[src/rtl/p7_dev_pkg.sv]
// Shared definitions for p7 bridge devices: timer register offsets, CTRL bit
// positions, mode codes and the timer state encoding.
package p7_dev_pkg;

  localparam logic [1:0] TC_CTRL   = 2'd0;
  localparam logic [1:0] TC_PRESET = 2'd1;
  localparam logic [1:0] TC_COUNT  = 2'd2;
  localparam logic [1:0] TC_PRE    = 2'd3;

  localparam int CTRL_EN_BIT   = 0;
  localparam int CTRL_MODE_LSB = 1;
  localparam int CTRL_MODE_MSB = 2;
  localparam int CTRL_IM_BIT   = 3;
  localparam int CTRL_W        = 4;

  localparam logic [1:0] MODE_ONESHOT = 2'b00;
  localparam logic [1:0] MODE_RELOAD  = 2'b01;

  localparam int PRESCALE_W = 16;

  typedef enum logic [1:0] {
    TS_IDLE = 2'd0,
    TS_LOAD = 2'd1,
    TS_CNT  = 2'd2,
    TS_INT  = 2'd3
  } timer_state_e;

  // Field order matches the CTRL bit positions above.
  typedef struct packed {
    logic       im;
    logic [1:0] mode;
    logic       en;
  } timer_ctrl_t;

  // Only 01 reloads; the two unused codes fall back to one-shot.
  function automatic logic is_reload(input logic [1:0] mode);
    return mode == MODE_RELOAD;
  endfunction

endpackage

[src/rtl/p7_timer_if.sv]
// CPU-side bridge port of the p7 timer: select, write strobe, word offset and
// data in both directions.
interface p7_timer_if #(
  parameter int WIDTH = 32
);
  logic             sel;
  logic             we;
  logic [1:0]       addr;
  logic [WIDTH-1:0] wdata;
  logic [WIDTH-1:0] rdata;

  modport master (output sel, we, addr, wdata, input rdata);
  modport slave  (input sel, we, addr, wdata, output rdata);
endinterface

[src/rtl/p7_timer_regs.sv]
// Timer register file and combinational read mux. Defining P7_TIMER_PRESCALE_EN
// turns offset 3 into a 16-bit PRESCALE register.
module p7_timer_regs
  import p7_dev_pkg::*;
#(
  parameter int WIDTH = 32
) (
  input  logic                  clk,
  input  logic                  rst,
  input  logic                  sel,
  input  logic                  we,
  input  logic [1:0]            addr,
  input  logic [WIDTH-1:0]      wdata,
  input  logic [WIDTH-1:0]      count,
  input  logic                  clear_en,
  output timer_ctrl_t           ctrl_eff,
  output logic                  ctrl_wr,
  output logic [WIDTH-1:0]      preset,
  output logic [PRESCALE_W-1:0] prescale,
  output logic [WIDTH-1:0]      rdata
);

  timer_ctrl_t ctrl;
  logic        wr;

  assign wr      = sel & we;
  assign ctrl_wr = wr && (addr == TC_CTRL);
  // The FSM decides on the value CTRL is about to take, so a CPU write wins.
  assign ctrl_eff = ctrl_wr ? timer_ctrl_t'(wdata[CTRL_W-1:0]) : ctrl;

  // NOTE: registers use non-blocking assignments so every flop samples the
  // pre-edge values regardless of statement order.
  always_ff @(posedge clk) begin
    if (rst) begin
      ctrl   <= '0;
      preset <= '0;
    end else begin
      if (ctrl_wr)        ctrl    <= timer_ctrl_t'(wdata[CTRL_W-1:0]);
      else if (clear_en)  ctrl.en <= 1'b0;
      if (wr && (addr == TC_PRESET)) preset <= wdata;
    end
  end

`ifdef P7_TIMER_PRESCALE_EN
  logic [PRESCALE_W-1:0] prescale_q;

  always_ff @(posedge clk) begin
    if (rst)                       prescale_q <= '0;
    else if (wr && addr == TC_PRE) prescale_q <= wdata[PRESCALE_W-1:0];
  end

  assign prescale = prescale_q;
`else
  assign prescale = '0;
`endif

  // NOTE: rdata gets a default before the case so no path leaves it
  // unassigned, which would otherwise infer a latch.
  always_comb begin
    rdata = '0;
    unique case (addr)
      TC_CTRL:   rdata[CTRL_W-1:0] = ctrl;
      TC_PRESET: rdata = preset;
      TC_COUNT:  rdata = count;
      TC_PRE: begin
`ifdef P7_TIMER_PRESCALE_EN
        rdata[PRESCALE_W-1:0] = prescale_q;
`endif
      end
      default: rdata = '0;
    endcase
  end

endmodule

[src/rtl/p7_timer.sv]
// p7 countdown timer: FSM, COUNT register and irq generation around the
// register file. P7_TIMER_PRESCALE_EN (see p7_timer_regs) enables prescaling.
module p7_timer
  import p7_dev_pkg::*;
#(
  parameter int WIDTH    = 32,
  parameter bit IRQ_HOLD = 1'b1
) (
  input  logic       clk,
  input  logic       rst,
  p7_timer_if.slave  bus,
  output logic       irq
);

  timer_state_e          state, state_nxt;
  logic [WIDTH-1:0]      count, count_nxt;
  logic [PRESCALE_W-1:0] pre_cnt, pre_nxt;
  logic [PRESCALE_W-1:0] prescale;
  logic [WIDTH-1:0]      preset;
  timer_ctrl_t           ctrl_eff;
  logic                  ctrl_wr, clear_en, irq_set, irq_ack, irq_nxt;

  p7_timer_regs #(.WIDTH(WIDTH)) u_regs (
    .clk      (clk),
    .rst      (rst),
    .sel      (bus.sel),
    .we       (bus.we),
    .addr     (bus.addr),
    .wdata    (bus.wdata),
    .count    (count),
    .clear_en (clear_en),
    .ctrl_eff (ctrl_eff),
    .ctrl_wr  (ctrl_wr),
    .preset   (preset),
    .prescale (prescale),
    .rdata    (bus.rdata)
  );

  always_comb begin
    state_nxt = state;
    count_nxt = count;
    pre_nxt   = pre_cnt;
    clear_en  = 1'b0;
    unique case (state)
      TS_IDLE: if (ctrl_eff.en) state_nxt = TS_LOAD;
      TS_LOAD: begin
        count_nxt = preset;
        pre_nxt   = '0;
        state_nxt = TS_CNT;
      end
      TS_CNT: begin
        if (!ctrl_eff.en) begin
          state_nxt = TS_IDLE;
        end else if (pre_cnt == prescale) begin
          pre_nxt = '0;
          // Stopping at 1 rather than 0 makes PRESET=0 expire like PRESET=1.
          if (count > WIDTH'(1)) begin
            count_nxt = count - WIDTH'(1);
          end else begin
            count_nxt = '0;
            state_nxt = TS_INT;
          end
        end else begin
          pre_nxt = pre_cnt + PRESCALE_W'(1);
        end
      end
      TS_INT: begin
        if (is_reload(ctrl_eff.mode)) begin
          state_nxt = TS_LOAD;
        end else begin
          clear_en  = 1'b1;
          state_nxt = TS_IDLE;
        end
      end
      default: state_nxt = TS_IDLE;
    endcase
  end

  // Expiry beats a same-cycle acknowledge unless that write masks the irq.
  assign irq_set = (state == TS_INT) && ctrl_eff.im;
  assign irq_ack = ctrl_wr && (!ctrl_eff.en || !ctrl_eff.im);
  assign irq_nxt = IRQ_HOLD ? (irq_set | (irq & ~irq_ack)) : irq_set;

  always_ff @(posedge clk) begin
    if (rst) begin
      state   <= TS_IDLE;
      count   <= '0;
      pre_cnt <= '0;
      irq     <= 1'b0;
    end else begin
      state   <= state_nxt;
      count   <= count_nxt;
      pre_cnt <= pre_nxt;
      irq     <= irq_nxt;
    end
  end

endmodule

[src/flat_wrapper.sv]
// flat-port wrapper written by rule: the top's interface ports become plain ports
module p7_timer_flat import p7_dev_pkg::*;
#(
  parameter int WIDTH    = 32,
  parameter bit IRQ_HOLD = 1'b1
)
  (clk, rst, irq, bus_sel, bus_we, bus_addr, bus_wdata, bus_rdata);
  p7_timer_if #(.WIDTH(WIDTH)) bus_i ();
  input  logic clk;
  input  logic rst;
  output logic irq;
  input wire logic [$bits(bus_i.sel)-1:0] bus_sel;
  input wire logic [$bits(bus_i.we)-1:0] bus_we;
  input wire logic [$bits(bus_i.addr)-1:0] bus_addr;
  input wire logic [$bits(bus_i.wdata)-1:0] bus_wdata;
  output wire logic [$bits(bus_i.rdata)-1:0] bus_rdata;
  assign bus_i.sel = bus_sel;
  assign bus_i.we = bus_we;
  assign bus_i.addr = bus_addr;
  assign bus_i.wdata = bus_wdata;
  assign bus_rdata = bus_i.rdata;
  p7_timer #(.WIDTH(WIDTH), .IRQ_HOLD(IRQ_HOLD)) u_core (.clk(clk), .rst(rst), .bus(bus_i), .irq(irq));
endmodule
[config.mk]
export PLATFORM = sky130hd
export DESIGN_NAME = p7_timer_flat
export DESIGN_NICKNAME = d
export VERILOG_FILES = /design/src/rtl/p7_dev_pkg.sv /design/src/rtl/p7_timer_if.sv /design/src/rtl/p7_timer_regs.sv /design/src/rtl/p7_timer.sv /design/src/flat_wrapper.sv
export SDC_FILE = /design/constraint.sdc
export NUM_CORES = 1
export LEC_CHECK = 0
export CAP_MARGIN = 20
export CORE_MARGIN = 2
export CORE_UTILIZATION = 35
export CTS_CLUSTER_DIAMETER = 40
export DETAILED_ROUTE_END_ITERATION = 10
export GPL_TIMING_DRIVEN = 1
export PLACE_DENSITY = 0.6
export SYNTH_ARGS = -nofsm -noshare
export SYNTH_HDL_FRONTEND = slang
export SYNTH_SLANG_ARGS = --single-unit
[constraint.sdc]
create_clock -name clk -period 2.34 [get_ports clk]
set_clock_uncertainty 0.1 [all_clocks]
set_input_delay 0.585 -clock clk [delete_from_list [all_inputs] [get_ports clk]]
set_output_delay 0.585 -clock clk [all_outputs]
set_load 0.01 [all_outputs]
==> results of run 1 <==
## state kept, by name, indices dropped and copies added (netlist names)
signal                count
u_core.u_regs.preset     32
u_core.count             32
u_core.state              2
u_core.irq                1
u_core.pre_cnt           16
u_core.u_regs.ctrl        4
## worst max path at each step
stage / endpoint / slack (ps) / depth (start not counted) / startpoint
detailed placement: u_core.count[30] / -840 / 9 / bus_addr[0]
global placement: u_core.count[31] / -820 / 9 / bus_addr[0]
CTS: bus_rdata[3] / -60 / 8 / bus_addr[0]
floorplan: u_core.pre_cnt[13] / -6 / 8 / bus_addr[0]
finish: u_core.count[27] / 10 / 6 / u_core.count[4]
global route: u_core.count[27] / -30 / 6 / u_core.count[4]
## power breakdown
part	internal, mW	switching (mW)	leakage (nW)
clock	0.835	0.604	0.145
sequential	1.55	0.0609	0.703
combinational	1.51	1.85	1.87
total	3.89	2.51	2.71
## per-layer routing
layer  vias to the layer above  GRT usage
met1                      2612      0.309
met4                         0     0.0958
met5                         -          0
li1                       2642          -
met2                       248      0.327
met3                        35     0.0301
## cell usage after synthesis (14+ instances only)
cell / count / share of area
a21oi_1: 65 / 0.064
a22oi_1: 32 / 0.047
clkbuf_1: 30 / 0.022
dfxtp_1: 87 / 0.34
inv_1: 17 / 0.013
nand2_1: 93 / 0.069
nand3_1: 15 / 0.015
nand4_1: 14 / 0.017
nor2_1: 40 / 0.030
nor2b_1: 33 / 0.041
nor3_1: 21 / 0.021
nor4_1: 14 / 0.017
o21ai_1: 19 / 0.019
## layout make-up
cell class              instances  area (um2)
clock inverters                 2        12.5
repair buffers                177        1560
fillers                      1335        6880
well taps                     180         225
flip-flops and latches         87        1740
clock buffers                  14         284
inverters                      19        81.3
multi-input cells             490        3260
## critical path, cell delays in order (launching register included)
cell,delay [ps]
dfxtp_1,340
nor4_4,400
nand2_2,190
o41ai_4,440
buf_4,280
o221ai_1,170
a32o_1,290
## metrics by stage
stage	cells	hold slack (ps)	area, um2
finish	969	381	7170
global route	969	403	7170
CTS	967	377	7070
detailed placement	947	368	6670
global placement	947	361	6670
floorplan	643	344	5080
## timing repair
| item | in CTS | in global routing |
|---|---|---|
| pin swaps | 9 | 11 |
| endpoints found under the hold margin | 0 | 0 |
| hold buffers | 0 | 0 |
| gates resized for setup | 119 | 25 |
| setup endpoints to repair | 82 | 48 |
| buffers inserted | 4 | 3 |
## logic make-up after synthesis
family | share of synthesized area
AO/OA/AOI/OAI | 0.241
XOR/XNOR | 0.0259
adder cells (fa/ha/maj) | 0.0296
buffers and inverters | 0.0538
flip-flops | 0.343
multiplexers | 0.00419
AND/OR/NAND/NOR | 0.302
==> metrics.txt, run 1 <==
hold path endpoint=u_core.count[19]; routed wl met3=around 1300 um; setup TNS=0 ps; die width=approximately 120 um; status=finished, final reports clean; FF-to-FF path depth=6; worst r2r dst=u_core.count[27]; CP Class=register to register; TritonCTS buffer count=9; Final WS setup=12.9 ps; nets=834; total die area=between 0.015 and 0.02 mm2; clock-pin slew on the worst setup and hold paths=around 60 ps; post-synthesis register bit count=just under 90; synth warn=0; antenna violations before repair=0; Worst VDD drop=between 0.0005 and 0.0006 V; Worst setup EP type=register; met2 wire length=about 7300 um; Yosys cell types=slightly below 70; asr flop ratio synth=0; fmax=about 430 MHz; Initial DRC Count=about 500; met1 WL=~8000 um; Startpoint Class=register; number of global-route vias before repair=5290; CP arrival=roughly 2500 ps; Mapped Area=around 0.005 mm2; clock latency on the worst-skew pair=around 350 ps; HP Start=u_core.u_regs.preset[19]; Max Cap Viol=0; P per Cell Area=894 mW/mm2; # H-tree levels=3; Clock Sinks=87; die span in y=124 um; r2r startpoint=u_core.count[4]; Hold Path Cell Cnt=2; Worst EP required=between 2000 and 2500 ps; Cell Rows=between 40 and 50; Buffers on Ports=70; syn_nets=between 600 and 700; Area Growth Syn to Fin=41.3%; placeable core region=0.0140 mm2; max layer used=met4; Final Max Slew Viols=0; CTS tree=yes; Avg Vias per Cell=5.71; Final Power=~6.4 mW; Hold Path Class=register to register; r2r setup slk=around 13 ps; Final Critical Period=about 2300 ps; Syn Area/Cell=7.89 um2; Worst-Margin Slew=538 ps; antenna cells=0; vias post-DR=approximately 5.5k; final setup fails=0; top_reg_cell synth=dfxtp_1; Final Hold Viols=0; Ports=71; sequential area share after synthesis=0.343; Final Cycle Share=0.994; relative slew slack=0.638; layout cell share with drive strength beyond 1=0.243; Syn Inst Count=around 640; drt pass-1 iters=7; utilization after layout=0.510; first-pass GRT wire length=about 27000 um; Post-synth EDFFs=0; RSZ-0062 raised after global routing=yes; pre-CTS WS=-836 ps; CP max FO=13; Initial Util=0.361; most frequent cells in the layout=nand2_1 (93), buf_4 (93), dfxtp_1 (87), a21oi_1 (65), nor2_1 (38); clk root buf=clkbuf_16; DRC=0; Clock Path Buffers=2; Routed Antenna Nets=0; Avg WL per Cell=17.5 um; final wirelength=between 15000 and 20000 um; largest net degree at the start of global routing=between 50 and 60; detailed placement HPWL=around 12000 um; total gr overflow=0; GRT Resource Usage Total=0.218; P_leak=between 2 and 3 nW; routability cong.=roughly 0.96
No activity file was read; power rests on OpenSTA's default activity.
==> run 2, diff against run 1 <==
--- a/config.mk
+++ b/config.mk
@@ -12,6 +12,7 @@
 export DETAILED_ROUTE_END_ITERATION = 10
 export GPL_TIMING_DRIVEN = 1
 export PLACE_DENSITY = 0.6
+export SLEW_MARGIN = 10
 export SYNTH_ARGS = -nofsm -noshare
 export SYNTH_HDL_FRONTEND = slang
 export SYNTH_SLANG_ARGS = --single-unit
==> results of run 2 <==
Same layout as run 1: the final DEF is identical, and so are final timing and power.
==> run 3, diff against run 2 <==
--- a/config.mk
+++ b/config.mk
@@ -10,6 +10,7 @@
 export CORE_UTILIZATION = 35
 export CTS_CLUSTER_DIAMETER = 40
 export DETAILED_ROUTE_END_ITERATION = 10
+export GPL_ROUTABILITY_DRIVEN = 1
 export GPL_TIMING_DRIVEN = 1
 export PLACE_DENSITY = 0.6
 export SLEW_MARGIN = 10
==> results of run 3 <==
Same layout as run 1: the final DEF is identical, and so are final timing and power.
